<file path="config.mk">
export PLATFORM = sky130hd
export DESIGN_NAME = fe_branch_predictor
export DESIGN_NICKNAME = d
export VERILOG_FILES = /design/src/rtl/fe_branch_predictor_pkg.sv /design/src/rtl/fe_branch_predictor_btb.sv /design/src/rtl/fe_branch_predictor.sv
export SDC_FILE = /design/constraint.sdc
export NUM_CORES = 2
export LEC_CHECK = 0
export CORE_UTILIZATION = 35
export CTS_CLUSTER_SIZE = 12
export DETAILED_ROUTE_END_ITERATION = 10
export PLACE_DENSITY = 0.48
export RECOVER_POWER = 25
export SETUP_SLACK_MARGIN = 0.05
export SLEW_MARGIN = 40
export SYNTH_ARGS = -nofsm -noshare
export SYNTH_HDL_FRONTEND = slang
export SYNTH_SLANG_ARGS = --single-unit
</file>
<file path="constraint.sdc">
create_clock -name clk -period 6.9 [get_ports clk]
set_input_delay 1.38 -clock clk [delete_from_list [all_inputs] [get_ports clk]]
set_output_delay 1.38 -clock clk [all_outputs]
set_load 0.03 [all_outputs]
</file>
<file path="src/rtl/fe_branch_predictor_pkg.sv">
// Shared sizing, counter encodings and the saturating counter
// helper for the FE gshare predictor and its BTB.
package fe_branch_predictor_pkg;

    localparam int DBITS          = 32;
    localparam int BHR_BITS       = 8;
    localparam int PT_INDEX_BITS  = 8;
    localparam int BTB_INDEX_BITS = 4;
    localparam int TAG_BITS       = 26;

    typedef enum logic [1:0] {
        SNT = 2'd0,
        WNT = 2'd1,
        WT  = 2'd2,
        ST  = 2'd3
    } ctr_e;

    localparam ctr_e PT_RESET = WNT;

    // Two-bit saturating step toward the resolved direction.
    function automatic logic [1:0] ctr_next(
        input logic [1:0] ctr,
        input logic       taken
    );
        logic [1:0] nxt;
        nxt = ctr;
        if (taken && (ctr != ST)) begin
            nxt = ctr + 2'd1;
        end else if (!taken && (ctr != SNT)) begin
            nxt = ctr - 2'd1;
        end
        return nxt;
    endfunction

endpackage

</file>
<file path="src/rtl/fe_branch_predictor_btb.sv">
// Direct-mapped branch target buffer: one combinational read port,
// one synchronous write port, fully cleared on reset.
module bp_btb #(
    parameter int INDEX_BITS = 4,
    parameter int TAG_W      = 26,
    parameter int DATA_W     = 32
) (
    input  logic                  clk,
    input  logic                  reset,
    input  logic [INDEX_BITS-1:0] rd_index,
    input  logic [TAG_W-1:0]      rd_tag,
    output logic                  rd_hit,
    output logic [DATA_W-1:0]     rd_target,
    input  logic                  wr_en,
    input  logic [INDEX_BITS-1:0] wr_index,
    input  logic [TAG_W-1:0]      wr_tag,
    input  logic [DATA_W-1:0]     wr_target
);

    localparam int ENTRIES = 1 << INDEX_BITS;

    logic [ENTRIES-1:0] valid;
    logic [TAG_W-1:0]   tags    [ENTRIES];
    logic [DATA_W-1:0]  targets [ENTRIES];

    always_comb begin
        rd_hit    = valid[rd_index] && (tags[rd_index] == rd_tag);
        rd_target = rd_hit ? targets[rd_index] : '0;
    end

    always_ff @(posedge clk) begin
        if (reset) begin
            valid <= '0;
            for (int i = 0; i < ENTRIES; i++) begin
                tags[i]    <= '0;
                targets[i] <= '0;
            end
        end else if (wr_en) begin
            valid[wr_index]   <= 1'b1;
            tags[wr_index]    <= wr_tag;
            targets[wr_index] <= wr_target;
        end
    end

endmodule

</file>
<file path="src/rtl/fe_branch_predictor.sv">
// Gshare direction predictor with a direct-mapped BTB for the FE stage,
// trained non-speculatively from AGEX branch resolution.
module fe_branch_predictor #(
    parameter int DBITS          = fe_branch_predictor_pkg::DBITS,
    parameter int BHR_BITS       = fe_branch_predictor_pkg::BHR_BITS,
    parameter int PT_INDEX_BITS  = fe_branch_predictor_pkg::PT_INDEX_BITS,
    parameter int BTB_INDEX_BITS = fe_branch_predictor_pkg::BTB_INDEX_BITS,
    parameter int TAG_BITS       = fe_branch_predictor_pkg::TAG_BITS
) (
    input  logic                     clk,
    input  logic                     reset,
    input  logic [DBITS-1:0]         lookup_pc,
    output logic                     pred_btb_hit,
    output logic                     pred_taken,
    output logic [DBITS-1:0]         pred_target,
    output logic [DBITS-1:0]         pred_next_pc,
    output logic [PT_INDEX_BITS-1:0] pred_pt_index,
    input  logic                     upd_valid,
    input  logic [DBITS-1:0]         upd_pc,
    input  logic [PT_INDEX_BITS-1:0] upd_pt_index,
    input  logic                     upd_taken,
    input  logic [DBITS-1:0]         upd_target,
    input  logic                     upd_pred_taken,
    input  logic [DBITS-1:0]         upd_pred_target,
    output logic                     upd_mispredict,
    output logic [31:0]              branch_count,
    output logic [31:0]              correct_count
);

    import fe_branch_predictor_pkg::*;

    localparam int PT_ENTRIES = 1 << PT_INDEX_BITS;

    logic [1:0]               pt [PT_ENTRIES];
    logic [BHR_BITS-1:0]      bhr;

    logic [BTB_INDEX_BITS-1:0] lk_btb_idx;
    logic [TAG_BITS-1:0]       lk_tag;
    logic [PT_INDEX_BITS-1:0]  lk_pt_idx;
    logic                      btb_hit;
    logic [DBITS-1:0]          btb_target;

    logic                      upd_correct;
    logic                      btb_wr_en;
    logic [BTB_INDEX_BITS-1:0] upd_btb_idx;
    logic [TAG_BITS-1:0]       upd_tag;

    // Byte-offset bits carry no information for 4-byte instructions.
    logic unused_pc_bits;
    assign unused_pc_bits = ^{lookup_pc[1:0], upd_pc[1:0]};

    assign lk_btb_idx = lookup_pc[BTB_INDEX_BITS+1:2];
    assign lk_tag     = lookup_pc[DBITS-1:DBITS-TAG_BITS];
    assign lk_pt_idx  = lookup_pc[PT_INDEX_BITS+1:2]
                      ^ PT_INDEX_BITS'(bhr);

    bp_btb #(
        .INDEX_BITS (BTB_INDEX_BITS),
        .TAG_W      (TAG_BITS),
        .DATA_W     (DBITS)
    ) u_btb (
        .clk       (clk),
        .reset     (reset),
        .rd_index  (lk_btb_idx),
        .rd_tag    (lk_tag),
        .rd_hit    (btb_hit),
        .rd_target (btb_target),
        .wr_en     (btb_wr_en),
        .wr_index  (upd_btb_idx),
        .wr_tag    (upd_tag),
        .wr_target (upd_target)
    );

    always_comb begin
        pred_btb_hit  = btb_hit;
        pred_target   = btb_target;
        pred_pt_index = lk_pt_idx;
        pred_taken    = btb_hit && (pt[lk_pt_idx] >= WT);
        pred_next_pc  = pred_taken ? btb_target
                                   : lookup_pc + DBITS'(4);
    end

    // Target only matters when the branch actually went taken.
    assign upd_correct = (upd_pred_taken == upd_taken)
                      && (!upd_taken || (upd_pred_target == upd_target));
    assign upd_mispredict = upd_valid && !upd_correct;

    assign upd_btb_idx = upd_pc[BTB_INDEX_BITS+1:2];
    assign upd_tag     = upd_pc[DBITS-1:DBITS-TAG_BITS];
    assign btb_wr_en   = upd_valid && upd_taken && !reset;

    always_ff @(posedge clk) begin
        if (reset) begin
            for (int i = 0; i < PT_ENTRIES; i++) begin
                pt[i] <= PT_RESET;
            end
            bhr           <= '0;
            branch_count  <= '0;
            correct_count <= '0;
        end else if (upd_valid) begin
            pt[upd_pt_index] <= ctr_next(pt[upd_pt_index], upd_taken);
            bhr              <= {bhr[BHR_BITS-2:0], upd_taken};
            branch_count     <= branch_count + 32'd1;
            if (upd_correct) begin
                correct_count <= correct_count + 32'd1;
            end
        end
    end

endmodule
</file>
# Word-level counts from Yosys, hierarchy flattened
# Memories as Yosys holds them, arrays and structs flattened.
# Index checks and enable logic that the tools add are counted.
# classes
add_sub_neg	5
magnitude_cmp	4
n_eq_ne	4
muxes	27
n_bitwise	2
reduce_logical	18
# op_table
cell	n
$mux W32	3
$add A32 B1 Y32 const B	2
$add A32 B3 Y32 const B	1
$eq A32 B32 Y1	1
$reduce_or A32 Y1	1
$eq A26 B26 Y1	1
$mux W26	1
$reduce_or A26 Y1	1
$or A16 B16 Y16	1
$mux W1	13
$lt A4 B5 Y1 const B	2
$mux W2	5
$logic_and A1 B1 Y1	9
$mux W4	2
$mux W8	1
$xor A8 B8 Y8	1
$bmux W1 S4	1
$demux W1 S4	1
$ge A4 B1 Y1 const B	1
$logic_not A1 Y1	3
$add A2 B1 Y2 const B	1
$ge A2 B2 Y1 const B	1
$ne A2 B2 Y1 const B	1
$reduce_and A2 Y1	1
other kinds (5)	5
# word_totals
reg_bits	88
ramBits	1440
in_bits	141
output_inout_bits	139
wordCells	67
memories	3
# memory_table
name	words	word_bits	read_ports	rd_clocked_by_memory_dff	wr	line_no	text
pt	256	2	2	0	256	fe_branch_predictor.sv:34	logic [1:0] pt [PT_ENTRIES];
u_btb.targets	16	32	1	0	16	fe_branch_predictor_btb.sv:24	logic [DATA_W-1:0] targets [ENTRIES];
u_btb.tags	16	26	1	0	16	fe_branch_predictor_btb.sv:23	logic [TAG_W-1:0] tags [ENTRIES];

# Logic depth before layout (Yosys ltp)
# An unclocked memory read counts as a cell.
# depth
word_depth	8
ltp_mapped	16
depth_no_buf	12

# Hierarchy
# From an unflattened synthesis, not the netlist that was laid out.
# hier_totals
hier_cells	5369
area_unflattened_um2	75309.7
# modules_own_cells
mod	n_inst	cells_each	area_per_inst_um2	seq_area_each_um2
bp_btb	1	2714	43330.3	28187.0
fe_branch_predictor	1	2655	31979.4	16816.1

# Worst setup path before layout
# No wires, ideal clock.
# synth_path
kind	input -> output
startpoint	input port lookup_pc[2]
endpoint	output port pred_next_pc[2]
arrival_ps	4612
required_time_ps	5520
slack_ps	908
path_stages	11
n_path_buf	4
cell_sequence	buf_4 buf_2 buf_4 mux4_2 a221oi_1 o311ai_0 a211oi_1 nand4_1 a31oi_2 buf_4 mux2i_1
# synth_between
elab_chain_cells	5
word_cells_on_any_way	13
classes_between	add/sub (1); order compare (1); eq/ne (1); mux (4); bitwise (1); reduce/logical (2); memory (3)
# synth_rtl
element	line_no	text
from (decl)	fe_branch_predictor.sv:12	input logic [DBITS-1:0] lookup_pc,
$xor A8 B8 Y8 (tied with other cells)	fe_branch_predictor.sv:55	^ PT_INDEX_BITS'(bhr);
$mem_v2 Z256 W2 (tied with other cells)	-	
$ge A2 B2 Y1 / $logic_and A1 B1 Y1 (equally long branches)	fe_branch_predictor.sv:78, fe_branch_predictor_btb.sv:27	
$logic_and A1 B1 Y1 (*)	fe_branch_predictor.sv:78	pred_taken = btb_hit && (pt[lk_pt_idx] >= WT);
net pred_taken	fe_branch_predictor.sv:14	output logic pred_taken,
$mux W32 (*)	fe_branch_predictor.sv:79	pred_next_pc = pred_taken ? btb_target
to (decl)	fe_branch_predictor.sv:16	output logic [DBITS-1:0] pred_next_pc,
# The timed path passes the listed nets; every way through them passes the cells marked *. The select of a mux whose other input is x is not followed.

# Worst setup path after layout
# layout_path
startpoint	input port lookup_pc[2]
endpoint	output port pred_next_pc[5]
# layout_between
elab_chain_cells	5
word_cells_on_any_way	13
classes_between	add/sub (1); order compare (1); eq/ne (1); mux (4); bitwise (1); reduce/logical (2); memory (3)
# layout_rtl
element	line_no
$xor A8 B8 Y8 (tied with other cells)	fe_branch_predictor.sv:55
$mem_v2 Z256 W2 (tied with other cells)	-
$ge A2 B2 Y1 / $logic_and A1 B1 Y1 (equally long branches)	fe_branch_predictor.sv:78, fe_branch_predictor_btb.sv:27
$logic_and A1 B1 Y1 / $mux W32 (equally long branches)	fe_branch_predictor.sv:78, fe_branch_predictor_btb.sv:28
$mux W32 (*)	fe_branch_predictor.sv:79
# Mark *: on every way between the ends. The rest lies on a longest branch, timed or not. The select of a mux whose other input is x is not followed.

==> results.py <==
metrics = {
    "status": {
        "status": "finished, violations left",
        "failed_checks": "capacitance limit, slew limit",
    },
    "clocking": {
        "clockRootBuffer": "clkbuf_16",
        "insertion_delay_ps": 850,
        "htreeDepth": 4,
        "cts_tree": "yes",
        "cts_made_buffers": 176,
        "cts_hold_buf": 0,
        "clk_path_buf_depth": 3,
        "clkSlewWorstSetupHoldPaths_ps": 60,
        "cts_sinks": 1528,
    },
    "place": {
        "place_area_um2": 81700,
        "hpwl_um": 161000,
        "place_congestion": 0.841,
        "post-place-cells": 7992,
        "io_buffers": 277,
    },
    "timing": {
        "hold_violations": 0,
        "fin_crit_ps": 6590,
        "worstMarginPinSlew_ps": 3770,
        "tns_ps": 0,
        "slew_headroom": -1.51,
        "slew_viol_final": 750,
        "finClkSkew_ps": 40.9,
        "setup-violations-final": 0,
        "fmaxAchievable_mhz": 152,
        "fin_crit_sh": 0.955,
        "rsz0062_at_grt": "no",
    },
    "power": {
        "swShare": 0.257,
        "p_switching_mw": 5.75,
        "p_total_mw": 22.4,
        "p_int_mw": 16.7,
        "ir_drop_mv": 0.280,
        "pwr_density_cell_nw_per_um2": 257,
        "p_clk_frac": 0.413,
        "pwr-share-seq": 0.473,
        "combPwrFrac": 0.113,
        "p_leak_nw": 29.4,
    },
    "setup_path": {
        "cp_cell_sequence": "buf_12, buf_12, mux4_2, mux2i_1, buf_4, xnor2_1, o31ai_1, o21ai_0, a211oi_1, nand4_1, buf_4, a31oi_4, buf_12, buf_12, mux2_2, buf_12",
        "crit_top_cell": "buf_12",
        "cp_top_family": "buffers and inverters",
        "cp-end-kind": "output port",
        "timing.rr.start": "pt[216][0]$_SDFFCE_PN1P_",
        "cpMaxStageDelayCell": "mux4_2",
        "critical_path_depth": 16,
        "critical_path_buf_inv_count": 7,
        "cp-startpoint": "lookup_pc[2]",
        "rr_worst_depth": 11,
        "startpoint_type": "primary input",
        "path_max_fanout": 23,
        "arrival_ps": 5210,
        "slowest_delay_ps": 540,
        "cp.required_ps": 5520,
        "critPathKind": "in -> out",
    },
    "drt": {
        "drc": 0,
        "drt-total-wl_um": 264000,
        "viasPerCell": 5.64,
        "final_antenna_net_count": 0,
        "first_iter_violations": 4714,
        "post_drt_wl_per_cell_um": 31.6,
        "dr.pass1.iters": 5,
        "num_vias": 47000,
    },
    "global_route": {
        "antenna_found_initial": 33,
        "grt_pass1_wl_um": 374000,
        "overflow": 0,
        "grt_usage": 0.244,
        "grt_pass1_vias": 48000,
        "grt_max_degree": 158,
    },
    "final_layout": {
        "most-common-layout-cells": "1440 x edfxtp_1, 774 x and2_1, 486 x mux4_2",
        "n_fill_cell": 19500,
        "final_util": 0.411,
        "finalNonFillerCells": 8334,
        "design_area_um2": 87100,
        "final_nets": 5498,
        "drive_gt1_frac": 0.201,
        "syn_to_final_growth_pct": 16.8,
        "mostFrequentLayoutCell": "edfxtp_1",
    },
    "synthesis": {
        "synth_area_um2": 74600,
        "syn_avg_cell_area_um2": 14.3,
        "ys_seq_area_frac": 0.603,
        "yosysWarnings": 0,
        "synth.distinct_cells": 63,
        "synth_cells": 5209,
        "ys.flop_type": "edfxtp_1",
        "synth_fp_nets": 5355,
        "synthArstFlopShare": 0,
        "synth_edf_count": 1440,
        "yosys_register_bits": 1528,
    },
    "die": {
        "start_util": 0.352,
        "io_pins": 280,
        "core-area_um2": 212000,
        "die_h_um": 464,
        "fp.dieW_um": 464,
        "dieArea_um2": 215000,
        "rows": 169,
    },
    "flow_run": {
        "maxCapViolCount": 31,
    },
    "hold_path": {
        "hold_start": "u_btb.valid[4]$_SDFFE_PP0P_",
        "hold_class": "reg -> reg",
        "whs_path_depth": 2,
    },
}
## worst min-delay path: stages (launching register included)
cell	delay, ps
dfxtp_1	320
nor2_1	50
nor2_1	70
## registers in the layout (all words and copies together), names as in the netlist
name,count
bhr,8
u_btb.tags,416
pt,512
u_btb.targets,512
correct_count,32
branch_count,32
u_btb.valid,16
## metal layers
metal / share of wire / global-route usage
met1: 0.41 / 0.323
met2: 0.50 / 0.410
met3: 0.058 / 0.0335
met4: 0.033 / 0.0827
met5: 0.00035 / 0
## synth_stat cells (4+ instances only)
cell type	n	area (um^2)
o21ai_0	19	95.1
nor4_1	6	37.5
nand2b_1	16	100
mux2i_1	65	651
buf_4	22	165
buf_1	24	90.1
ha_1	5	62.6
mux2_2	29	327
dfxtp_1	88	1760
a21o_1	256	1920
xnor2_1	96	841
o22ai_1	22	138
nand4_1	32	200
a2111oi_0	4	35.0
nor2_1	178	668
nor3_1	288	1440
nand3_1	298	1490
nand2_1	142	533
a22oi_1	18	135
mux4_2	486	10900
or2_2	19	119
a31oi_1	5	31.3
a211oi_1	4	30.0
clkbuf_1	394	1480
xor2_1	57	499
edfxtp_1	1440	43200
buf_6	20	225
a21oi_1	18	90.1
and4_1	9	78.8
o2111ai_1	4	35.0
and3_1	16	100
inv_1	26	97.6
buf_2	73	365
mux2_1	5	56.3
and2_1	939	5870
or3_1	8	50.1
nor2b_1	39	244
## per-stage QoR
step,setup WS (ps),hold WS (ps)
global placement,174,447
floorplan,908,435
global route,86.1,495
detailed placement,137,456
CTS,113,469
finish,312,467
## worst paths after layout
kind | to | slack [ps]
setup / recovery | pred_next_pc[5] | 310
hold / removal | u_btb.valid[4]$_SDFFE_PP0P_ | 470
setup reg to reg | pt[16][0]$_SDFFCE_PN1P_ | 2470
hold reg to reg | u_btb.valid[4]$_SDFFE_PP0P_ | 470
## layout make-up
class / count / area, um^2 / area share
inverters: 30 / 115 / 0.00132
repair buffers: 498 / 5310 / 0.0610
clock inverters: 86 / 820 / 0.00941
well taps: 2821 / 3530 / 0.0405
multi-input cells: 3118 / 27500 / 0.316
clock buffers: 236 / 4790 / 0.0550
diodes: 17 / 42.5 / 0.000488
flip-flops and latches: 1528 / 45000 / 0.516
## logic make-up (layout without fill, tap and decap cells)
family / count (synthesis) / after routing / share of synthesized area
AOI/OAI and AO/OA: 378 / 378 / 0.0372
xor gates and xnor gates: 155 / 155 / 0.0184
adders and majority gates: 5 / 5 / 0.000839
buffers and inverters: 563 / 850 / 0.0327
DFF: 1528 / 1528 / 0.603
muxes: 585 / 585 / 0.161
other: 0 / 17 / 0
and+or+nand+nor: 1995 / 1995 / 0.147
## power groups by stage
| stage | clock [mW] | combinational [mW] | sequential, mW |
|---|---|---|---|
| 6_report | 9.27 | 2.54 | 10.6 |
| 5_1_grt | 9.77 | 2.65 | 10.6 |
| 4_1_cts | 9.42 | 2.55 | 10.6 |
| 3_5_place_dp | 0 | 2.54 | 10.8 |
| 3_3_place_gp | 0 | 2.53 | 10.8 |
| 2_1_floorplan | 0 | 1.56 | 10.8 |
## what timing repair did
action,CTS,global route
endpoints found under the hold margin,0,0
resized for setup,0,7
setup endpoints to repair,0,32
buffers inserted,0,1
Note: power is estimated with default switching activity, not from simulation.
